`src/rtl/sort_sequencer.sv`:
```
// Control sequencer for an in-place bubble sort over NUM_ENTRIES datapath registers:
// loads entries one strobe at a time, then walks compare/swap passes until sorted.
// Optional macro SORT_SEQUENCER_EARLY_EXIT_EN: stop after the first pass without a swap.
module sort_sequencer #(
    parameter int NUM_ENTRIES = 4,
    parameter int IDX_W       = 2
) (
    input  logic             clk,
    input  logic             rst,
    input  logic             start,
    input  logic             load_strobe,
    input  logic             gt,
    output logic             load_en,
    output logic [IDX_W-1:0] load_idx,
    output logic [IDX_W-1:0] cmp_idx,
    output logic             swap_en,
    output logic             busy,
    output logic             done,
    output logic [5:0]       swap_count
);

    if (IDX_W != $clog2(NUM_ENTRIES)) begin : g_bad_idx_w
        $error("sort_sequencer: IDX_W must equal clog2(NUM_ENTRIES)");
    end
    if (NUM_ENTRIES < 2 || NUM_ENTRIES > 8) begin : g_bad_entries
        $error("sort_sequencer: NUM_ENTRIES must be in 2..8");
    end

    typedef enum logic [2:0] {
        IDLE,
        LOAD,
        COMPARE,
        SWAP,
        DONE
    } state_t;

    localparam logic [IDX_W-1:0] IDX_ZERO  = '0;
    localparam logic [IDX_W-1:0] IDX_ONE   = IDX_W'(1);
    localparam logic [IDX_W-1:0] LAST_IDX  = IDX_W'(NUM_ENTRIES - 1);
    localparam logic [IDX_W-1:0] LAST_PASS = IDX_W'(NUM_ENTRIES - 2);
    localparam logic [5:0]       SWAP_MAX  = 6'd63;

    state_t           state_q, state_d;
    logic [IDX_W-1:0] load_idx_q, load_idx_d;
    logic [IDX_W-1:0] cmp_idx_q, cmp_idx_d;
    logic [IDX_W-1:0] pass_q, pass_d;
    logic [5:0]       swap_count_q, swap_count_d;
    logic [IDX_W-1:0] last_cmp;
    logic             advance;
    logic             pass_clean;

`ifdef SORT_SEQUENCER_EARLY_EXIT_EN
    logic swapped_q, swapped_d;
`endif

    // Each pass shortens by one: the largest remaining entry has bubbled to the top.
    assign last_cmp = LAST_PASS - pass_q;

    always_comb begin
        // NOTE: every combinational output and next-state value gets a default here,
        // so no path through the case below can leave one unassigned and infer a latch.
        state_d      = state_q;
        load_idx_d   = load_idx_q;
        cmp_idx_d    = cmp_idx_q;
        pass_d       = pass_q;
        swap_count_d = swap_count_q;
        load_en      = 1'b0;
        swap_en      = 1'b0;
        busy         = 1'b0;
        done         = 1'b0;
        advance      = 1'b0;
        pass_clean   = 1'b0;
`ifdef SORT_SEQUENCER_EARLY_EXIT_EN
        swapped_d    = swapped_q;
`endif

        case (state_q)
            IDLE: begin
                if (start) begin
                    state_d      = LOAD;
                    load_idx_d   = IDX_ZERO;
                    cmp_idx_d    = IDX_ZERO;
                    pass_d       = IDX_ZERO;
                    swap_count_d = '0;
                end
            end

            LOAD: begin
                busy = 1'b1;
                if (load_strobe) begin
                    // Reset wins over a same-cycle strobe, so no datapath write slips through.
                    load_en = !rst;
                    if (load_idx_q == LAST_IDX) begin
                        state_d    = COMPARE;
                        load_idx_d = IDX_ZERO;
                        cmp_idx_d  = IDX_ZERO;
                        pass_d     = IDX_ZERO;
`ifdef SORT_SEQUENCER_EARLY_EXIT_EN
                        swapped_d  = 1'b0;
`endif
                    end else begin
                        load_idx_d = load_idx_q + IDX_ONE;
                    end
                end
            end

            COMPARE: begin
                busy = 1'b1;
                if (gt) begin
                    state_d = SWAP;
                end else begin
                    advance = 1'b1;
                end
            end

            SWAP: begin
                busy    = 1'b1;
                swap_en = 1'b1;
                advance = 1'b1;
                if (swap_count_q != SWAP_MAX) begin
                    swap_count_d = swap_count_q + 6'd1;
                end
`ifdef SORT_SEQUENCER_EARLY_EXIT_EN
                swapped_d = 1'b1;
`endif
            end

            DONE: begin
                done    = 1'b1;
                state_d = IDLE;
            end

            default: begin
                state_d = IDLE;
            end
        endcase

`ifdef SORT_SEQUENCER_EARLY_EXIT_EN
        // swapped_d already includes a swap taken in this very cycle.
        pass_clean = !swapped_d;
`endif

        if (advance) begin
            if (cmp_idx_q < last_cmp) begin
                state_d   = COMPARE;
                cmp_idx_d = cmp_idx_q + IDX_ONE;
            end else if (pass_q == LAST_PASS || pass_clean) begin
                state_d = DONE;
            end else begin
                state_d   = COMPARE;
                pass_d    = pass_q + IDX_ONE;
                cmp_idx_d = IDX_ZERO;
`ifdef SORT_SEQUENCER_EARLY_EXIT_EN
                swapped_d = 1'b0;
`endif
            end
        end
    end

    always_ff @(posedge clk) begin
        // NOTE: non-blocking assignments keep every register sampling the pre-edge values,
        // independent of statement order inside this block.
        if (rst) begin
            state_q      <= IDLE;
            load_idx_q   <= IDX_ZERO;
            cmp_idx_q    <= IDX_ZERO;
            pass_q       <= IDX_ZERO;
            swap_count_q <= '0;
`ifdef SORT_SEQUENCER_EARLY_EXIT_EN
            swapped_q    <= 1'b0;
`endif
        end else begin
            state_q      <= state_d;
            load_idx_q   <= load_idx_d;
            cmp_idx_q    <= cmp_idx_d;
            pass_q       <= pass_d;
            swap_count_q <= swap_count_d;
`ifdef SORT_SEQUENCER_EARLY_EXIT_EN
            swapped_q    <= swapped_d;
`endif
        end
    end

    assign load_idx   = load_idx_q;
    assign cmp_idx    = cmp_idx_q;
    assign swap_count = swap_count_q;

endmodule

```
`config.mk`:
```
export PLATFORM = sky130hd
export DESIGN_NAME = sort_sequencer
export DESIGN_NICKNAME = d
export VERILOG_FILES = /design/src/rtl/sort_sequencer.sv
export SDC_FILE = /design/constraint.sdc
export NUM_CORES = 1
export LEC_CHECK = 0
export CORE_MARGIN = 2
export CORE_UTILIZATION = 45
export CTS_BUF_LIST = sky130_fd_sc_hd__clkbuf_4
export CTS_CLUSTER_DIAMETER = 60
export CTS_CLUSTER_SIZE = 8
export DETAILED_ROUTE_END_ITERATION = 10
export HOLD_SLACK_MARGIN = 0.06
export PLACE_DENSITY = 0.8
export SLEW_MARGIN = 40
export SYNTH_ARGS = -nofsm -noshare
export SYNTH_HDL_FRONTEND = slang
export SYNTH_SLANG_ARGS = --single-unit
```
`constraint.sdc`:
```
create_clock -name clk -period 2.8 [get_ports clk]
set_input_delay 0.84 -clock clk [delete_from_list [all_inputs] [get_ports clk]]
set_output_delay 0.84 -clock clk [all_outputs]
set_load 0.05 [all_outputs]
```
Yosys cells after proc, flatten, opt, wreduce, memory -nomap -nowiden
Index checks and enable logic that the tools add are counted.
{"block": "op_classes", "n_eq_ne": 15, "order_cmp": 1, "n_addsub": 5, "n_mux": 36, "reduce_logical": 8}
{"cell": "2-bit 2-to-1 mux", "count": 15}
{"cell": "3-bit 2-to-1 mux", "count": 7}
{"cell": "6-bit 2-to-1 mux", "count": 2}
{"cell": "3-bit inequality test, second input constant", "count": 4}
{"cell": "2-bit case mux with 2 select lines", "count": 3}
{"cell": "3-bit case mux with 4 select lines", "count": 1}
{"cell": "6-bit case mux with 2 select lines", "count": 1}
{"cell": "2-bit inequality test, second input constant", "count": 4}
{"cell": "2-bit by 1-bit adder with 2-bit output, second input constant", "count": 3}
{"cell": "6-bit by 1-bit adder with 6-bit output, second input constant", "count": 1}
{"cell": "3-bit by 2-bit equality test with 1-bit output, second input constant", "count": 2}
{"cell": "1-bit 2-to-1 mux", "count": 6}
{"cell": "6-bit inequality test, second input constant", "count": 1}
{"cell": "3-bit AND reduction", "count": 2}
{"cell": "5-bit AND reduction", "count": 1}
{"cell": "2-bit equality test, second input constant", "count": 2}
{"cell": "2-bit nonzero test", "count": 2}
{"cell": "3-bit by 1-bit equality test with 1-bit output, second input constant", "count": 1}
{"cell": "3-bit equality test, second input constant", "count": 1}
{"cell": "3-bit zero test", "count": 1}
{"cell": "3-bit OR reduction", "count": 1}
{"cell": "2-bit < comparator", "count": 1}
{"cell": "1-bit case mux with 2 select lines", "count": 1}
{"cell": "2-bit subtractor, first input constant", "count": 1}
{"cell": "1-bit zero test", "count": 1}
{"block": "totals", "elab_cells": 70, "regBits": 15, "output_inout_bits": 14}

Longest topological paths before layout
Gate-level depths: netlist of run 1.
{"block": "logic_depth", "ltp_word": 7, "depth_mapped": 8, "mapped_depth_nobuf": 8}

Worst setup path after synthesis of run 1
Ideal clock, no wire load.
{"block": "synth_path", "path_kind": "input port to output port", "from": "input port rst", "to": "output port load_en", "t_arrival_ps": 1691, "path_slack_ps": 269, "stages": 2, "cell_sequence": "clkbuf_1 -> nor2_1"}
{"block": "synth_between", "elab_chain_len": 3}
{"item": "from (decl)", "line": "9", "rtl": "input logic rst,"}
{"item": "1-bit zero test", "line": "92", "rtl": "load_en = !rst;"}
{"item": "1-bit 2-to-1 mux", "line": "90", "rtl": "if (load_strobe) begin"}
{"item": "1-bit 2-to-1 mux", "line": "77", "rtl": "case (state_q)"}
{"item": "to (decl)", "line": "13", "rtl": "output logic load_en,"}
Every way passes these cells.

Worst setup path in the final report of run 1
{"block": "layout_path", "from": "input port load_strobe", "to": "output port load_en"}
{"block": "layout_between", "elab_chain_len": 2}
{"item": "from (decl)", "line": "11", "rtl": "input logic load_strobe,"}
{"item": "1-bit 2-to-1 mux", "line": "90"}
{"item": "1-bit 2-to-1 mux", "line": "77"}
Every way passes these cells.

==> results.yml, run 1 <==
run_status:
  status: "finished clean"
timing:
  slew_violations: 0
  period_needed_ns: 2.70
  skew_ns: 0.00346
  finalHoldViolations: 0
  finalSetupViolCount: 0
  rsz0062_at_grt: "false"
  final.period_utilization_pct: 96.5
  worstMarginPinSlew_ns: 0.502
  tns_ns: 0
  setup_ws_ns: 0.0993
  slew-limit-headroom_pct: 66.4
  fmax_mhz: 370
worst_setup_path:
  critPathKind: "primary input to output pin"
  crit_fanout: 2
  crit_arrival_ns: 1.86
  start_kind: "primary input"
  end_kind: "output pin"
  critical_path_required_ns: 1.96
  worst-r2r-cell-count: 7
placed_design:
  gp_congestion: 0.748
  place_hpwl_microns: 1480
  placed_cells: 152
  place_ws_ns: 0.102
  portBuffers: 18
clock_tree:
  clkSlewWorstSetupHoldPaths_ns: 0.09
  insertion_delay_ns: 0.28
  ctsResizeCount: 0
  clkSinkCount: 15
  cts-buffers-inserted: 3
  cts_root_buf: "clkbuf_4"
  tritoncts: "yes"
  clockBufferDepth: 2
  htreeDepth: 1
  ctsHoldBuffers: 0
  postCtsSetupRepairBufs: 0
logic_synthesis:
  synth_ff_type: "dfxtp_1"
  ys_top_cells_by_area: "dfxtp_1 (33%), ha_1 (7.0%), mux2i_1 (6.7%), nand2b_1 (5.6%), a21oi_1 (5.0%)"
  synthCells: 108
  synthArstFlopShare_pct: 0
  syn-num-nets: 118
  syn_area_sq_um: 898
  syn_area_per_cell_sq_um: 8.32
  ys_types: 37
  synth-seq-cells: 15
  synth-seq-area-share_pct: 33.4
  synth_enable_flop_cells: 0
  synth_common_cells: "dfxtp_1 (15), nand2_1 (12), nor2_1 (10), a21oi_1 (9), nand2b_1 (8)"
  ys_warn_count: 0
  synth_top_area_cell: "dfxtp_1"
  synth_top_area_share_pct: 33.4
  synth.most_common_cell: "dfxtp_1"
power:
  swShare_pct: 26.1
  p_leak_nw: 0.413
  p_comb_share_pct: 14.2
  internal-power_mw: 0.307
  p_per_area_nw_per_um2: 359
  clockPowerShare_pct: 32.2
  peakVddDrop_v: 0.000226
  power_frac_seq_pct: 53.6
  p_sw_mw: 0.108
grt:
  antenna_found_initial: 0
  track_usage_pct: 17.8
  grt_overflow_total: 0
  first_global_vias: 818
  grt_pass1_wl_microns: 3320
  grt_max_degree: 13
layout:
  utilization_pct: 60.1
  layout.cells.non_filler: 156
  antenna_cells: 0
  syn2layout_area_growth_pct: 28.6
  drive_above_1_share_pct: 10.9
  nNetsFinal: 140
route:
  firstDrtPassIters: 3
  num_vias: 823
  via_per_inst: 5.28
  drc: 0
  wirelength_microns: 1920
  wl_per_cell_microns: 12.3
  drt-initial-drc-count: 15
  final_antenna_net_count: 0
die:
  io_pins: 19
  die_h_microns: 48.7
  row_count: 16
  die_area_sq_um: 2370
  start_util_pct: 46.7
  die_w_microns: 48.7
  core_area_sq_um: 1920
hold_path:
  hold_path_class: "flip-flop to flip-flop"
  hold_path_depth: 2
job:
  maxCapViolations: 0
metrics by stage:
stage | hold slack (ns) | cell area [sq um] | power (mW)
finish | 0.481 | 1150 | 0.415
global route | 0.507 | 1150 | 0.438
CTS | 0.487 | 1150 | 0.421
detailed placement | 0.474 | 1120 | 0.286
global placement | 0.463 | 1120 | 0.285
floorplan | 0.488 | 898 | 0.264
final cells by class:
class                      count  area (sq um)
tap                           27          33.8
multi-input combinational     85           559
inverter                       3          11.3
fill                         180           767
clock buffer                   4          30.0
timing repair buffer          22           220
sequential                    15           300
cells in the final DEF (no fill, tap or decap), types with 2 or more instances in the layout:
cell             Yosys  routed
inv_1                3       3
nor2_1              10      10
clkbuf_4             0       4
o21ai_0              4       4
ha_1                 5       5
nand3_1              3       3
nand4_1              2       2
a211oi_1             2       2
nand2b_1             8       8
dfxtp_1             15      15
nand2_1             12      12
nor3b_1              2       2
clkdlybuf4s50_1      0      17
o311ai_0             2       2
mux2i_1              6       6
a21oi_1              9       9
buf_4                0       4
routing by layer:
metal  GRT usage, %  vias to the layer above  share of wire [%]
met5              0                        -                  0
met4           11.0                        0                1.5
met3           3.09                        4                2.9
met2           32.0                       14                 51
met1           19.3                      371                 45
li1               -                      434                  -
worst paths after layout:
| kind | from | end | slack [ns] |
|---|---|---|---|
| worst min-delay path | load_idx[1] | load_idx[1] | 0.48 |
| worst max-delay path | load_strobe | load_en | 0.1 |
| worst min register to register | load_idx[1] | load_idx[1] | 0.48 |
| worst max register to register | pass_q[1] | state_q[1] | 0.86 |
worst max-delay path, stage by stage:
cell and delay (ns):
clkdlybuf4s50_1 0.47, and2_2 0.15, nand2_1 0.05, nor2_1 0.18
buf_12 0.17
logic make-up (layout without fill, tap and decap cells):
family	Yosys count	in the layout	synth area share [%]
muxes	6	6	6.69
AOI/OAI and AO/OA	23	23	16.2
adders and majority gates	5	5	6.96
DFF	15	15	33.4
buffers and inverters	8	29	4.32
and+or+nand+nor	51	51	32.5
state kept, by name (all words and copies together) (netlist names):
register,flops
cmp_idx,2
state_q,3
swap_count,6
load_idx,2
pass_q,2
power groups by stage:
stage	combinational [mW]	clock (mW)	sequential [mW]
floorplan	0.0318	0	0.233
global placement	0.0577	0	0.227
detailed placement	0.0590	0	0.227
CTS	0.0593	0.140	0.222
global route	0.0640	0.151	0.223
finish	0.0590	0.134	0.222
Note: power is estimated with default switching activity, not from simulation.
==> run 2: changes to the inputs <==
--- a/config.mk
+++ b/config.mk
@@ -12,6 +12,7 @@
 export CTS_CLUSTER_SIZE = 8
 export DETAILED_ROUTE_END_ITERATION = 10
 export HOLD_SLACK_MARGIN = 0.06
+export MAX_ROUTING_LAYER = met4
 export PLACE_DENSITY = 0.8
 export SLEW_MARGIN = 40
 export SYNTH_ARGS = -nofsm -noshare
==> results.yml, run 2 (synthesis results as in run 1) <==
run_status:
  status: "finished clean"
power:
  p_per_area_nw_per_um2: 359
  p_total_mw: 0.415
  p_leak_nw: 0.413
  peakVddDrop_v: 0.000226
worst_setup_path:
  end_kind: "output pin"
  crit_arrival_ns: 1.86
  worst-r2r-cell-count: 7
  critPathKind: "primary input to output pin"
  start_kind: "primary input"
  crit_fanout: 2
  critical_path_required_ns: 1.96
  rrSetupSlack_ns: 0.86
hold_path:
  hold_path_class: "flip-flop to flip-flop"
  hold_path_depth: 2
route:
  via_per_inst: 5.28
  wirelength_microns: 1920
  drc: 0
  num_vias: 823
  wl_per_cell_microns: 12.3
  drt-initial-drc-count: 15
  firstDrtPassIters: 3
  final_antenna_net_count: 0
timing:
  skew_ns: 0.00345
  period_needed_ns: 2.70
  rsz0062_at_grt: "false"
  slew-limit-headroom_pct: 66.4
  final.period_utilization_pct: 96.5
  tns_ns: 0
  finalHoldViolations: 0
  slew_violations: 0
  finalSetupViolCount: 0
  fmax_mhz: 370
  worstMarginPinSlew_ns: 0.502
placed_design:
  place_hpwl_microns: 1480
  portBuffers: 18
  gp_congestion: 0.757
  dpl_cell_area_sq_um: 1120
die:
  start_util_pct: 46.7
  die_h_microns: 48.7
  die_w_microns: 48.7
  row_count: 16
  io_pins: 19
  core_area_sq_um: 1920
  die_area_sq_um: 2370
clock_tree:
  insertion_delay_ns: 0.28
  htreeDepth: 1
  cts-buffers-inserted: 3
  clkSlewWorstSetupHoldPaths_ns: 0.09
  cts_root_buf: "clkbuf_4"
  clockBufferDepth: 2
  tritoncts: "yes"
  ctsResizeCount: 0
  postCtsSetupRepairBufs: 0
  ctsHoldBuffers: 0
  clkSinkCount: 15
layout:
  drive_above_1_share_pct: 10.9
  syn2layout_area_growth_pct: 28.6
  fillers: 180
  stdcell_area_sq_um: 1150
  largest_reg_flops: 6
  nNetsFinal: 140
  final_common_cell: "clkdlybuf4s50_1"
  utilization_pct: 60.1
  antenna_cells: 0
  final_cell_mix: "clkdlybuf4s50_1 (17), dfxtp_1 (15), nand2_1 (12)"
grt:
  grt_overflow_total: 0
  grt_max_degree: 13
  grt_pass1_wl_microns: 3320
  antenna_found_initial: 0
  track_usage_pct: 18.3
  first_global_vias: 818
job:
  maxCapViolations: 0
## run 2: cell counts in the layout (fill, tap and decap cells not counted)
Identical to the previous run, type by type.
## run 2: final cells by class
| cell class | count | area (sq um) | share of cell area (%) |
|---|---|---|---|
| Timing Repair Buffer | 22 | 220 | 19.1 |
| Multi-Input combinational cell | 85 | 559 | 48.4 |
| Inverter | 3 | 11.3 | 0.975 |
| Clock buffer | 4 | 30.0 | 2.60 |
| Sequential cell | 15 | 300 | 26.0 |
| Tap cell | 27 | 33.8 | 2.93 |
## run 2: final timing paths
kind | startpoint | endpoint
max | load_strobe | load_en
min | load_idx[1] | load_idx[1]
max reg2reg | pass_q[1] | state_q[1]
min reg2reg | load_idx[1] | load_idx[1]
## run 2: where the power goes
part / internal (mW) / switching [mW] / leakage (nW)
registers: 0.217 / 0.00571 / 0.121
clock network: 0.0650 / 0.0687 / 0.0184
logic: 0.0252 / 0.0338 / 0.273
total: 0.307 / 0.108 / 0.413
## run 2: metal layers
| layer | up-vias | part of all wire (%) | global-route usage, % |
|---|---|---|---|
| met3 | 4 | 2.6 | 2.78 |
| met5 | - | 0 | - |
| met1 | 371 | 45 | 19.5 |
| met4 | 0 | 1.5 | 11.0 |
| li1 | 434 | - | - |
| met2 | 14 | 51 | 32.0 |
## run 2: metrics by stage
step,hold WS (ns),std cells,worst slack [ns]
after CTS,0.487,156,0.0954
after floorplan,0.488,108,0.269
after global routing,0.507,156,0.00275
final,0.481,156,0.0993
after global placement,0.463,152,0.120
after detailed placement,0.474,152,0.102
## run 2: critical path, stage by stage
cell and delay (ns):
clkdlybuf4s50_1 0.47, and2_2 0.15, nand2_1 0.05, nor2_1 0.18, buf_12 0.17
